<file path="config.mk">
export PLATFORM = sky130hd
export DESIGN_NAME = sseg_mux
export DESIGN_NICKNAME = d
export VERILOG_FILES = /design/src/rtl/sseg_mux.sv
export SDC_FILE = /design/constraint.sdc
export NUM_CORES = 1
export LEC_CHECK = 0
export CAP_MARGIN = 10
export CORE_ASPECT_RATIO = 0.5
export CORE_MARGIN = 8
export CORE_UTILIZATION = 49
export DETAILED_ROUTE_END_ITERATION = 10
export PLACE_DENSITY = 0.75
export RECOVER_POWER = 100
export REMOVE_ABC_BUFFERS = 1
export SYNTH_ARGS = -nofsm -noshare
export SYNTH_HDL_FRONTEND = slang
export SYNTH_SLANG_ARGS = --single-unit
</file>
<file path="constraint.sdc">
create_clock -name clk -period 1.93 [get_ports clk]
set_input_delay 0.2895 -clock clk [delete_from_list [all_inputs] [get_ports clk]]
set_output_delay 0.2895 -clock clk [all_outputs]
set_load 0.01 [all_outputs]
</file>
<file path="src/rtl/sseg_mux.sv">
// Four-digit multiplexed seven-segment driver with ghost-suppression blanking,
// frame-atomic shadow registers and optional leading-zero blanking.
module sseg_mux #(
  parameter int REFRESH_DVSR = 100000,
  parameter int BLANK_CYCLES = 1000
) (
  input  logic        clk,
  input  logic        reset,
  input  logic [15:0] digits,
  input  logic [3:0]  dp_in,
  input  logic        blank_lz,
  output logic [3:0]  an,
  output logic [7:0]  sseg,
  output logic        dbg_state
);

  localparam logic [23:0] SLOT_LAST  = 24'(REFRESH_DVSR - 1);
  localparam logic [23:0] BLANK_LAST = 24'(BLANK_CYCLES - 1);

  typedef enum logic {
    ST_BLANK = 1'b0,
    ST_SHOW  = 1'b1
  } state_t;

  state_t      state, state_next;
  logic [23:0] cnt;
  logic [1:0]  idx;
  logic [15:0] sh_digits;
  logic [3:0]  sh_dp;
  logic        slot_end;
  logic        frame_end;
  logic [3:0]  nibble;
  logic        blanked;
  logic [6:0]  seg7;
  logic [3:0]  an_next;
  logic [7:0]  sseg_next;

  assign slot_end  = (cnt == SLOT_LAST);
  assign frame_end = slot_end && (idx == 2'd3);
  assign dbg_state = state;

  always_ff @(posedge clk) begin
    if (reset) begin
      cnt   <= '0;
      idx   <= '0;
      state <= ST_BLANK;
    end else begin
      cnt   <= slot_end ? '0 : cnt + 24'd1;
      if (slot_end) idx <= idx + 2'd1;
      state <= state_next;
    end
  end

  // Shadow only changes between frames so one frame never mixes two inputs.
  always_ff @(posedge clk) begin
    if (reset || frame_end) begin
      sh_digits <= digits;
      sh_dp     <= dp_in;
    end
  end

  always_comb begin
    state_next = state;
    case (state)
      ST_BLANK: if (cnt == BLANK_LAST) state_next = ST_SHOW;
      ST_SHOW:  if (slot_end)          state_next = ST_BLANK;
      default:                         state_next = ST_BLANK;
    endcase
  end

  always_comb begin
    nibble  = sh_digits[{idx, 2'b00} +: 4];
    blanked = 1'b0;
    case (idx)
      2'd3:    blanked = blank_lz && (sh_digits[15:12] == 4'h0);
      2'd2:    blanked = blank_lz && (sh_digits[15:8]  == 8'h00);
      2'd1:    blanked = blank_lz && (sh_digits[15:4]  == 12'h000);
      default: blanked = 1'b0;
    endcase
  end

  // Active-low {g,f,e,d,c,b,a}; non-BCD values render as a dash.
  always_comb begin
    case (nibble)
      4'd0:    seg7 = 7'h40;
      4'd1:    seg7 = 7'h79;
      4'd2:    seg7 = 7'h24;
      4'd3:    seg7 = 7'h30;
      4'd4:    seg7 = 7'h19;
      4'd5:    seg7 = 7'h12;
      4'd6:    seg7 = 7'h02;
      4'd7:    seg7 = 7'h78;
      4'd8:    seg7 = 7'h00;
      4'd9:    seg7 = 7'h10;
      default: seg7 = 7'h3F;
    endcase
  end

  always_comb begin
    an_next   = 4'hF;
    sseg_next = 8'hFF;
    if (state == ST_SHOW && !blanked) begin
      an_next   = ~(4'b0001 << idx);
      sseg_next = {~sh_dp[idx], seg7};
    end
  end

  always_ff @(posedge clk) begin
    if (reset) begin
      an   <= 4'hF;
      sseg <= 8'hFF;
    end else begin
      an   <= an_next;
      sseg <= sseg_next;
    end
  end

endmodule

</file>
Word-level counts from Yosys, hierarchy flattened:

Memory sizes are Yosys's and may differ from the RTL's. A register that Yosys moved wholly into a read port is not among the register bits.
Cells that the tools add are included.

* bits in registers: 59
* latch bits: 0
* RAM bits: 0
* memory bits (read-only): 112
* input port bits: 23
* logic and storage cells: 40
* memories kept: 1

* $add $sub $neg: 2
* multipliers: 0
* divide/modulo/power cells: 0
* magnitude comparators: 1
* eq/ne operators: 5
* shift-type cells: 2
* muxes and demuxes: 6
* bitwise operators: 4
* reduce and logical (&&, ||, !) cells: 12

Memories
* (name not given): words 16, width 7, read ports 1, clocked after memory_dff 1, write ports 0, RTL line 84 `case (nibble)`

Operators with widths (count)
* 24-bit by 1-bit adder with 24-bit output, second input constant: 1
* 24-bit by 10-bit equality test with 1-bit output, second input constant: 1
* 24-bit by 17-bit equality test with 1-bit output, second input constant: 1
* 16-bit by 5-bit variable part select with 4-bit output: 1
* 12-bit logical NOT: 1
* 8-bit logical NOT: 1
* 1-bit logical AND: 5
* 2-bit equality test, second input constant: 2
* 4-bit logical NOT: 1
* 4-bit inverter: 1
* 2-bit OR reduction: 2
* 1-bit by 2-bit << shifter with 4-bit output, first input constant: 1
* 2-bit by 3-bit < comparator with 1-bit output, second input constant: 1
* 1-bit two-way mux: 3
* 1-bit inverter: 3
* 1-bit one-hot mux with 3 select lines: 1
* 2-bit by 1-bit adder with 2-bit output, second input constant: 1
* 1-bit binary-select mux with 2-bit select: 1
* 2-bit by 1-bit equality test with 1-bit output, second input constant: 1
* 1-bit one-hot mux with 2 select lines: 1
* 1-bit logical NOT: 1
* 1-bit logical OR: 1

Longest topological paths before layout:

Gate-level depths: netlist (run 1).

* word-level depth: 7
* mapped depth: 7
* gate-level depth less buffers: 6

Least setup slack after synthesis (run 1):

Ideal clock, no wire load.

* path kind: register to register
* start point: reg cnt[10]
* end point: reg sh_digits[0], enable pin
* data arrival time: 1.638 ns
* setup slack: -0.084 ns
* stages on the path, launching flop included: 6
* buffers on the path: 1
* clock period less this slack: 2.014 ns
* path through: dfxtp_1 -> buf_4 -> nand4b_1 -> or4_1 -> nor2_1 -> a21o_1

* cells in the longest elaborated chain, start to end: 3

Ends and longest elaborated chain
* start, declared: RTL line 26 `logic [23:0] cnt;`
* start signal, assigned: RTL line 48 `cnt <= slot_end ? '0 : cnt + 24'd1;`
* 24-bit by 17-bit equality test with 1-bit output: RTL line 38 `assign slot_end = (cnt == SLOT_LAST);`
* 1-bit logical AND: RTL line 39 `assign frame_end = slot_end && (idx == 2'd3);`
* 1-bit logical OR: RTL line 56 `if (reset || frame_end) begin`
* end signal, assigned: RTL line 57 `sh_digits <= digits;`
* end, declared: RTL line 28 `logic [15:0] sh_digits;`

Every way passes these cells.
A chain may end at the register's enable or synchronous reset.

Final worst setup path (run 1):

* start point: reg cnt[1]
* end point: reg cnt[18]

* cells in the longest elaborated chain, start to end: 2
* elaborated cells on any way between the ends: 3

Ends and longest elaborated chain
* parallel branches: the longest is 2 deep, another holds 24-bit by 1-bit adder with 24-bit output

Parallel ways; which one is timed is not known.

==> results.yml, run 1 <==
critical_path:
  start_kind: "flip-flop"
  critPathKind: "flip-flop to flip-flop"
  slowest_stage: "or4_4"
  critPathTopFamily: "simple AND/OR/NAND/NOR gates"
  critPathBufInv: 1
  arrival_ns: 2.14
  end_kind: "flip-flop"
  slowest_delay_ns: 0.52
  crit_path_cell_trace: "ha_1, nand3_2, or4_4, clkbuf_2, or3_1, a21oi_1"
  crit_start: "cnt[1]"
  worstPathRequired_ns: 2.19
  r2r_start: "cnt[1]"
  critPathMaxFanout: 5
min_path:
  holdCritPathClass: "flip-flop to flip-flop"
  hp-start: "cnt[23]"
routing:
  via_per_inst: 5.33
  antenna_left: 0
  wl_per_cell_um: 14.6
  drt_iter0_drc: 150
  highest_layer: "met4"
  drc: 0
  dr_wl_met2_um: 2900
  first_pass_iters: 4
  wl_um: 5570
  met1_length_um: 2340
  wl_met3_um: 288
  vias: 2027
cells_and_area:
  multiInputGateArea_mm2: 0.00114
  syn_to_final_growth_pct: 30.5
  fin_cells: 380
  fillers: 376
  regArea_mm2: 0.00139
  num_antenna_cells: 0
  fin_nets: 338
  drive_gt1_share_pct: 19.4
sta:
  slew_viol_final: 0
  fin_ws_ns: 0.0463
  finalHoldViolCount: 0
  period_minus_slack_ns: 1.88
  finalSetupTns_ns: 0
  tightest_slew_ns: 0.375
  skew_ns: 0.00600
  period_share_pct: 97.6
  finalSetupViolCount: 0
  holdWs_ns: 0.501
  relSlewSlack_pct: 75.0
  fmax_ghz: 0.531
logic_synthesis:
  synth_compound_area_share_pct: 10.4
  async_flop_share_pct: 0
  muxShareOfSynthArea_pct: 4.78
  syn_area_per_cell_um2: 10.6
  synthTopCellsByArea: "dfxtp_1, edfxtp_1, ha_1"
  synthSimpleGateAreaFrac_pct: 19.4
  synth_adder_area_share_pct: 4.82
  yosysUniqueCellTypes: 45
  yosys.area.top_type: "dfxtp_1"
  synth_top_area_share_pct: 30.1
  synth_edf_count: 20
  synth_flop_cell: "dfxtp_1"
  synth_top_family_by_area: "simple AND/OR/NAND/NOR gates"
  synth_seq_area_share_pct: 53.3
  synth_cells: 244
  yosysWarnings: 0
  syn_area_mm2: 0.00259
  synth-seq-cells: 59
  synth_xor_area_share_pct: 4.05
power_and_ir_drop:
  swShare_pct: 21.5
  pwr-share-clk_pct: 41.3
  power.leakage_nw: 1.15
  comb_power_share_pct: 5.8
  seq_power_share_pct: 52.9
  ir_worst_vdd_v: 0.000401
  powerDensity_mw_per_mm2: 752
  power.switching_mw: 0.547
  p_int_mw: 2.00
floorplanning:
  initial_utilization_pct: 51.6
  core_mm2: 0.00502
  die_w_um: 119
  io_pins: 36
  row_count: 18
  dieArea_mm2: 0.00802
  fp.dieH_um: 67.4
clocking:
  clock_latency_ns: 0.33
  cts_buffer_depth: 2
  cts-buffers-inserted: 9
  htreeDepth: 3
  path_clk_slew_ns: 0.06
  cts_tree: "done"
  clock_sinks: 59
  clockRootBuffer: "clkbuf_8"
placed_design:
  finalWeightedCongestion: 0.826
  dpl_worst_slack_ns: -0.101
  dp_hpwl_um: 4180
  dpl.cell_count: 364
  io_buffers: 35
global_route:
  grt_pass1_wl_um: 9290
  antenna_found_initial: 0
  grt_usage_pct: 14.8
  overflow: 0
  grt_pass1_vias: 2062
  grt_max_degree: 21
job:
  cap_violations: 0
status:
  status: "finished, final reports clean"
==> layer usage <==
layer / global-route usage (%) / up-vias
li1: - / 1019
met1: 15.1 / 962
met2: 27.6 / 42
met3: 5.99 / 4
met4: 5.62 / 0
met5: 0 / -
==> tightest hold or removal path: cells and delay by family, from the launching register on <==
family,cells,cell delay (ns)
flops,1,0.33
compound gates,2,0.13
==> cells by family (layout without fill, tap and decap cells) <==
family | Yosys count | in the layout
AO/OA/AOI/OAI | 48 | 48
XOR/XNOR | 12 | 12
adder cells (fa/ha/maj) | 10 | 10
buffers and inverters | 20 | 86
flip-flops | 59 | 59
multiplexers | 6 | 6
AND/OR/NAND/NOR | 89 | 89
==> power by group through the flow <==
stage               clock (mW)  combinational, mW  sequential (mW)
floorplan                    0             0.0761             1.37
detailed placement           0              0.156             1.38
global route              1.14              0.164             1.35
finish                    1.05              0.148             1.35
global placement             0              0.150             1.37
CTS                       1.07              0.157             1.35
==> repair_timing <==
| action | CTS | global route |
|---|---|---|
| gates resized for setup | 3 | 6 |
| buffers inserted | 0 | 0 |
| setup endpoints to repair | 3 | 23 |
| pin swaps | 0 | 0 |
| hold buffers | 0 | 0 |
| cloned | 0 | 0 |
==> metrics by stage <==
step	area [µm²]	total power [mW]	utilization [%]
after floorplan	2540	1.44	-
after global placement	3190	1.52	63.5
after detailed placement	3190	1.53	63.5
after CTS	3380	2.58	67.3
after global routing	3380	2.66	67.4
final	3380	2.55	67.4
==> layout make-up <==
| class | instances | area share [%] |
|---|---|---|
| Clock buffer | 11 | 3.88 |
| Clock inverter | 5 | 1.59 |
| Inverter | 9 | 0.998 |
| Multi-Input combinational cell | 165 | 33.8 |
| Sequential cell | 59 | 41.0 |
| Tap cell | 70 | 2.59 |
| Timing Repair Buffer | 61 | 16.1 |
==> path summary, 6_finish.rpt <==
check	slack [ns]	to	depth (start not counted)
setup reg to reg	0.05	cnt[18]	6
hold / removal	0.50	cnt[23]	2
hold reg to reg	0.50	cnt[23]	2
setup / recovery	0.05	cnt[18]	6
==> synth_stat cells (4+ instances only) <==
master	n
nor2_1	18
ha_1	10
a21oi_1	17
nand4_1	4
mux4_2	5
inv_1	9
o21ai_0	18
clkbuf_1	5
o22ai_1	5
dfxtp_1	39
or3_1	5
nand2_1	14
nor4_1	8
buf_2	4
nand3_1	6
or4_1	5
edfxtp_1	20
xnor2_1	10
nor3_1	5
==> registers in the layout (all words and copies together), names as in the netlist <==
name	cells
sh_dp	4
sh_digits	16
cnt	24
dbg_state	1
idx	2
an	4
sseg	8
==> placed cells by master (no fill, tap or decap), types with 4 or more instances in the layout <==
cell and count:
nor4_1 8, nor3_1 5, mux4_2 5, xnor2_1 10
clkbuf_1 4, nand4_1 4, inv_1 9, nand3_1 6
edfxtp_1 20, dlygate4sd3_1 33, o21ai_0 18, nand2_1 14
clkbuf_8 9, a21oi_1 17, dfxtp_1 36, o22ai_1 5
or3_1 5, ha_1 10, nor2_1 18, buf_4 20
Note: power is estimated with default switching activity, not from simulation.
==> run 2: changes to the inputs <==
Settings changed: CORE_UTILIZATION 49 to 54, PLACE_DENSITY 0.75 to 0.78.
Clock period 1.93 ns to 2.1 ns, I/O delays scaled along.
==> results.yml, run 2 (synthesis gave the netlist of run 1 again) <==
floorplanning:
  core_mm2: 0.00451
  die_w_um: 114
  dieArea_mm2: 0.00741
  row_count: 17
  fp.dieH_um: 65.0
  io_pins: 36
  initial_utilization_pct: 57.5
critical_path:
  start_kind: "flip-flop"
  critPathKind: "flip-flop to flip-flop"
  arrival_ns: 2.23
  worstPathRequired_ns: 2.36
  end_kind: "flip-flop"
  critPathMaxFanout: 9
placed_design:
  finalWeightedCongestion: 0.845
  dp_hpwl_um: 4010
  dpl_worst_slack_ns: 0.0189
  io_buffers: 35
  placed_cell_area_mm2: 0.00309
  dpl.cell_count: 348
sta:
  finalHoldViolCount: 0
  period_minus_slack_ns: 1.97
  finalSetupViolCount: 0
  rsz0062_at_grt: "false"
  skew_ns: 0.00663
  period_share_pct: 93.7
  fmax_ghz: 0.508
  fin_ws_ns: 0.132
  relSlewSlack_pct: 73.7
  slew_viol_final: 0
  tightest_slew_ns: 0.395
  finalSetupTns_ns: 0
  holdWs_ns: 0.468
status:
  status: "finished, final reports clean"
clocking:
  clock_latency_ns: 0.33
  clock_sinks: 59
  clockRootBuffer: "clkbuf_8"
  htreeDepth: 3
  cts_buffer_depth: 2
  cts_tree: "done"
  cts-buffers-inserted: 9
  path_clk_slew_ns: 0.06
cells_and_area:
  reg.largest.list: "cnt x24, sh_digits x16, sseg x8"
  fin_util_pct: 72.3
  final_common_cell: "dfxtp_1"
  largest_reg_flops: 24
  final_cell_mix: "dfxtp_1, dlygate4sd3_1, edfxtp_1, nor2_1, o21ai_0"
  design_area_mm2: 0.00326
  syn_to_final_growth_pct: 25.8
  largest-register: "cnt"
  fin_nets: 326
  num_antenna_cells: 0
  fin_cells: 364
  drive_gt1_share_pct: 13.8
routing:
  drt_iter0_drc: 129
  wl_per_cell_um: 15.0
  antenna_left: 0
  via_per_inst: 5.52
  wl_um: 5470
  vias: 2011
  drc: 0
  first_pass_iters: 4
power_and_ir_drop:
  ir_worst_vdd_v: 0.000341
  total_power_mw: 2.35
  p_int_mw: 1.87
  swShare_pct: 20.7
  seq_power_share_pct: 52.7
  powerDensity_mw_per_mm2: 721
  pwr-share-clk_pct: 41.8
  power.leakage_nw: 1.09
  comb_power_share_pct: 5.4
  power.switching_mw: 0.486
job:
  cap_violations: 0
min_path:
  holdCritPathClass: "flip-flop to flip-flop"
global_route:
  grt_max_degree: 17
  antenna_found_initial: 0
  grt_pass1_wl_um: 8980
  grt_pass1_vias: 1972
  grt_usage_pct: 15.2
  overflow: 0
-- run 2: repair_timing --
item / 4_1_cts / 5_1_grt
hold buffers: 0 / 0
resized for setup: 0 / 1
setup buffers: 0 / 0
endpoints found under the setup margin: 0 / 1
-- run 2: final timing paths --
kind         startpoint  endpoint  slack (ns)  cells after the start
max              cnt[9]   cnt[23]        0.13                      4
min              cnt[0]    cnt[0]        0.47                      1
min reg2reg      cnt[0]    cnt[0]        0.47                      1
max reg2reg      cnt[9]   cnt[23]        0.13                      4
-- run 2: power by group through the flow --
stage	registers (mW)	clock network (mW)	logic, mW
4_1_cts	1.24	1.00	0.139
6_report	1.24	0.984	0.128
2_1_floorplan	1.26	0	0.0700
5_1_grt	1.24	1.05	0.140
3_3_place_gp	1.26	0	0.133
3_5_place_dp	1.26	0	0.138
-- run 2: cell type report --
class	instances	area, µm²
clock buffer	13	149
clock inverter	3	38.8
fill	337	1250
inverter	9	33.8
multi-input combinational	165	1130
sequential	59	1380
tap	66	82.6
timing repair buffer	49	450
-- run 2: critical path, stage by stage (launching register included) --
cell and delay, ns:
dfxtp_1 0.45, nand4_1 0.12, or4_1 0.66, or4_1 0.51, a21oi_1 0.15
-- run 2: layer usage --
metal | GRT usage (%) | routed length, µm
met5 | 0 | 0
met3 | 4.80 | 264
met1 | 16.4 | 2330
met4 | 7.22 | 86
met2 | 27.1 | 2790
==> run 3: changes to the inputs <==
Settings changed: GPL_TIMING_DRIVEN set to 0, SLEW_MARGIN set to 20.
==> results.yml, run 3 (synthesis gave the netlist of run 1 again) <==
status:
  status: "finished, final reports clean"
sta:
  finalHoldViolCount: 0
  rsz0062_at_grt: "false"
  tightest_slew_ns: 0.447
  finalSetupTns_ns: 0
  period_minus_slack_ns: 2.02
  skew_ns: 0.00926
  slew_viol_final: 0
  period_share_pct: 96.1
  fin_ws_ns: 0.0816
  relSlewSlack_pct: 70.2
  finalSetupViolCount: 0
  fmax_ghz: 0.495
routing:
  via_per_inst: 5.51
  vias: 1945
  wl_met3_um: 245
  wl_um: 5380
  dr_wl_met2_um: 2750
  drc: 0
  wl_per_cell_um: 15.2
  first_pass_iters: 4
  highest_layer: "met4"
  antenna_left: 0
  met1_length_um: 2300
  drt_iter0_drc: 66
critical_path:
  crit_start: "cnt[3]"
  critPathMaxFanout: 20
  end_kind: "flip-flop"
  worstPathRequired_ns: 2.11
  r2r_cells: 4
  r2r_setup_slack_ns: 0.08
  critPathKind: "flip-flop to flip-flop"
  r2r_start: "cnt[3]"
  arrival_ns: 2.03
  rr_endpoint: "sh_digits[2]"
  start_kind: "flip-flop"
clocking:
  clock_latency_ns: 0.33
  hold_buffers: 0
  clockRootBuffer: "clkbuf_8"
  clock_sinks: 59
  path_clk_slew_ns: 0.06
  cts_tree: "done"
  cts_buffer_depth: 2
  cts-buffers-inserted: 9
  htreeDepth: 3
floorplanning:
  core_mm2: 0.00451
  fp.dieH_um: 65.0
  io_pins: 36
  die_w_um: 114
  row_count: 17
  dieArea_mm2: 0.00741
  initial_utilization_pct: 57.5
power_and_ir_drop:
  swShare_pct: 20.8
  p_int_mw: 1.90
  ir_worst_vdd_v: 0.000362
  seq_power_share_pct: 51.7
  power.leakage_nw: 1.06
  powerDensity_mw_per_mm2: 738
  power.switching_mw: 0.499
  comb_power_share_pct: 5.4
  pwr-share-clk_pct: 42.9
min_path:
  hp-start: "cnt[0]"
  min_path_cells: 1
  whs_endpoint: "cnt[0]"
  holdCritPathClass: "flip-flop to flip-flop"
cells_and_area:
  fin_util_pct: 72.2
  largest-register: "cnt"
  final_common_cell: "dfxtp_1"
  final_cell_mix: "dfxtp_1, dlygate4sd3_1, edfxtp_1, nor2_1, o21ai_0"
  reg.largest.list: "cnt x24, sh_digits x16, sseg x8"
  fin_cells: 353
  drive_gt1_share_pct: 14.6
  fin_nets: 315
  regArea_mm2: 0.00138
  largest_reg_flops: 24
  syn_to_final_growth_pct: 25.5
  multiInputGateArea_mm2: 0.00118
  fillers: 328
  num_antenna_cells: 0
placed_design:
  dp_hpwl_um: 3840
  dpl_worst_slack_ns: -0.393
  dpl.cell_count: 335
  io_buffers: 35
  finalWeightedCongestion: 0.853
global_route:
  grt_pass1_vias: 1917
  grt_usage_pct: 14.9
  grt_pass1_wl_um: 8670
  antenna_found_initial: 0
  grt_max_degree: 21
  overflow: 0
job:
  cap_violations: 0
-- run 3: changes by cell type in the layout (fill, tap and decap cells not counted), sizes merged --
cell    before  now
clkbuf      16   15
clkinv       2    1
buf         11    2
-- run 3: critical path, stage by stage, from the launching register on --
cell	delay [ns]
dfxtp_1	0.41
nand2_2	0.19
or4_4	0.61
nor2_1	0.17
a21o_4	0.30
-- run 3: per-layer routing --
| layer | track usage (%) | vias to the layer above |
|---|---|---|
| li1 | - | 965 |
| met1 | 15.2 | 936 |
| met2 | 27.3 | 36 |
| met3 | 5.63 | 8 |
| met4 | 6.57 | 0 |
| met5 | 0 | - |
-- run 3: stage by stage --
stage	area [µm²]	hold slack (ns)	power, mW
after floorplan	2540	0.384	1.33
after detailed placement	2990	0.451	1.40
after CTS	3220	0.465	2.42
after global routing	3250	0.489	2.48
after global placement	2980	0.438	1.38
final	3250	0.462	2.40
-- run 3: cell type report --
class                      count  share of cell area, %
clock buffer                  14                   5.00
clock inverter                 2                   1.08
inverter                       9                   1.04
multi-input combinational    165                   36.1
sequential                    59                   42.5
tap                           66                   2.54
timing repair buffer          38                   11.7
-- run 3: worst max-delay path by stage --
stage              endpoint  depth (start not counted)
2_1_floorplan     dbg_state                          4
3_3_place_gp      dbg_state                          4
3_5_place_dp   sh_digits[1]                          4
4_1_cts             cnt[22]                          4
5_1_grt        sh_digits[2]                          4
6_report       sh_digits[2]                          4
-- run 3: what timing repair did --
item,in CTS,in global routing
setup buffers,0,2
resized for setup,7,5
endpoints found under the hold margin,0,0
setup endpoints to repair,39,26
pin swaps,0,2
cloned,0,0
-- run 3: power by group through the flow --
stage | sequential, mW | combinational [mW] | clock (mW)
3_3_place_gp | 1.26 | 0.123 | 0
6_report | 1.24 | 0.130 | 1.03
4_1_cts | 1.24 | 0.135 | 1.04
3_5_place_dp | 1.26 | 0.132 | 0
2_1_floorplan | 1.26 | 0.0700 | 0
5_1_grt | 1.24 | 0.143 | 1.09
==> edit (settings of run 2) <==
Make the reset (`reset`) asynchronous in 2 clocked blocks.
--- a/src/rtl/sseg_mux.sv
+++ b/src/rtl/sseg_mux.sv
@@ -39,7 +39,7 @@
   assign frame_end = slot_end && (idx == 2'd3);
   assign dbg_state = state;
 
-  always_ff @(posedge clk) begin
+  always_ff @(posedge clk or posedge reset) begin
     if (reset) begin
       cnt   <= '0;
       idx   <= '0;
@@ -105,7 +105,7 @@
     end
   end
 
-  always_ff @(posedge clk) begin
+  always_ff @(posedge clk or posedge reset) begin
     if (reset) begin
       an   <= 4'hF;
       sseg <= 8'hFF;
Formal check against the unedited RTL: no difference found for any inputs over 10 cycles, from zero or initial values and one cycle with reset high; that may be too few to reach the edited logic, so the function may still have changed.
==> edit against run 2 <==
Fmax grew 1.0%; area after synthesis grew 3.1%; first-iteration DRC count shrank 37%; utilization shrank 2.5 points; power shrank 4.0%; final cell count shrank 6.9%; routed wire length shrank 7.3%; sequential cell count is the same; design area grew 3.6%; critical path depth is the same; setup slack gained 0.020 ns.
==> edit: results (changes against run 2) <==
[power_and_ir_drop]
powerClk_mw = 0.900  ; was 0.984 mW
peakVddDrop_uv = 671  ; was 341 uV
p_sw_mw = 0.540  ; was 0.486 mW
leakage_nw = 1.30  ; was 1.09 nW
pg_comb_mw = 0.116  ; was 0.128 mW

[drt]
drt_iter0_drc = 81  ; was 129
wl_per_cell_um = 14.9  ; was 15.0 um
drt-vias-per-instance = 5.31  ; was 5.52
drt_pass1_iterations = 4  ; unchanged
wirelength_um = 5070  ; was 5470 um

[sta]
clock_skew_ns = 0.00801  ; was 0.00663 ns
tightestPinTransition_ns = 0.916  ; was 0.395 ns

[layout]
fin_nets = 297  ; was 326
drive_above_1_share_pct = 19.0  ; was 13.8%
design_area_sq_um = 3380  ; was 3260 sq um
nFillCells = 347  ; was 337
largestRegisters = cnt x24, sh_digits x16, sseg x8  ; unchanged

[global_routing]
grt_pass1_wl_um = 8720  ; was 8980 um
grt_util_all_layers_pct = 15.4  ; was 15.2%
grt_max_degree = 40  ; was 17
antenna_found_initial = 0  ; unchanged
grt_pass1_vias = 1901  ; was 1972

[yosys]
yosysWarnings = 0  ; unchanged
synth_cell_types = 39  ; was 45
syn_avg_cell_area_sq_um = 13.0  ; was 10.6 sq um
synth_commonest_cells = dfrtp_1 (27), edfxtp_1 (20), xnor2_1 (16), nand2_1 (14), dfstp_2 (12)  ; was dfxtp_1 (39), edfxtp_1 (20), nor2_1 (18), o21ai_0 (18), a21oi_1 (17)
synth.top_cells.by_area = dfrtp_1 (25%), edfxtp_1 (22%), dfstp_2 (12%), xnor2_1 (5.2%), ha_1 (4.7%)  ; was dfxtp_1 (30%), edfxtp_1 (23%), ha_1 (4.8%), mux4_2 (4.3%), o21ai_0 (3.5%)
synthArstFlopShare_pct = 66.1  ; was 0%
synth.mux.area_fraction_pct = 5.47  ; was 4.78%
synthXorXnorAreaFrac_pct = 6.88  ; was 4.05%
synth_compound_area_share_pct = 6.03  ; was 10.4%
synth_fa_ha_area_share_pct = 4.68  ; was 4.82%
yosysMostFrequentCell = dfrtp_1  ; was dfxtp_1
seq_area_frac_synth_pct = 59.5  ; was 53.3%

[placed_design]
dp_slack_ns = -0.00498  ; was 0.0189 ns
io_buffer_count = 35  ; unchanged
place_inst = 323  ; was 348
place_congestion = 0.855  ; was 0.845
placed_area_sq_um = 3230  ; was 3090 sq um
dp_hpwl_um = 3820  ; was 4010 um

[clocking]
clk_path_buf_depth = 2  ; unchanged
clk_pin_slew_ns = 0.07
postCtsSetupRepairBufs = 0  ; unchanged
cts-resized-gates = 0  ; unchanged
clk-insertion-delay-late_ns = 0.34

[setup_path]
worstPathArrival_ns = 2.00  ; was 2.23 ns
crit_fanout = 20  ; was 9

[run_status]
status = completed  ; unchanged

-- edit: cell count changes in the layout (fill, tap and decap cells not counted), sizes merged, moves of 4 or more --
cell / before / now
a21oi: 17 / 3
nand4: 4 / 11
dfrtp: 0 / 27
nor2: 18 / 11
dfstp: 0 / 12
o22ai: 5 / 1
xnor2: 10 / 16
o21ai: 18 / 4
or3: 8 / 0
dfxtp: 39 / 0
-- edit: routing by layer --
metal | wire length, um | GRT usage [%] | vias up
li1 | - | - | 879
met1 | 2130 | 16.3 | 880
met2 | 2620 | 25.7 | 31
met3 | 207 | 5.74 | 9
met4 | 114 | 10.4 | 0
met5 | 0 | 0 | -
-- edit: cell families after synthesis --
group,Yosys count
XOR/XNOR,21
AND/OR/NAND/NOR,74
buffers and inverters,15
AO/OA/AOI/OAI,19
flip-flops,59
adder cells (fa/ha/maj),10
multiplexers,8
-- edit: worst paths after layout --
check,startpoint,endpoint,slack (ns),depth (start not counted)
max,cnt[5]$_DFF_PP0_,sh_digits[1]$_DFFE_PP_,0.15,4
min,cnt[23]$_DFF_PP0_,cnt[23]$_DFF_PP0_,0.48,1
max reg2reg,cnt[5]$_DFF_PP0_,sh_digits[1]$_DFFE_PP_,0.15,4
min reg2reg,cnt[23]$_DFF_PP0_,cnt[23]$_DFF_PP0_,0.48,1
max in group asynchronous,reset,cnt[9]$_DFF_PP0_,0.75,3
min in group asynchronous,reset,idx[0]$_DFFE_PP0N_,0.72,3
-- edit: final cells by class --
cell class              instances  area share, %
flip-flops and latches         59           47.2
inverters                      10           1.11
well taps                      70           2.59
multi-input cells             132           30.2
clock inverters                 7           1.63
clock buffers                   9           3.67
repair buffers                 52           13.6
-- edit: critical path, stage by stage, from the launching register on --
cell	delay, ns
dfrtp_1	0.43
or4_1	0.60
nor3_2	0.26
a21o_1	0.20
buf_12	0.17
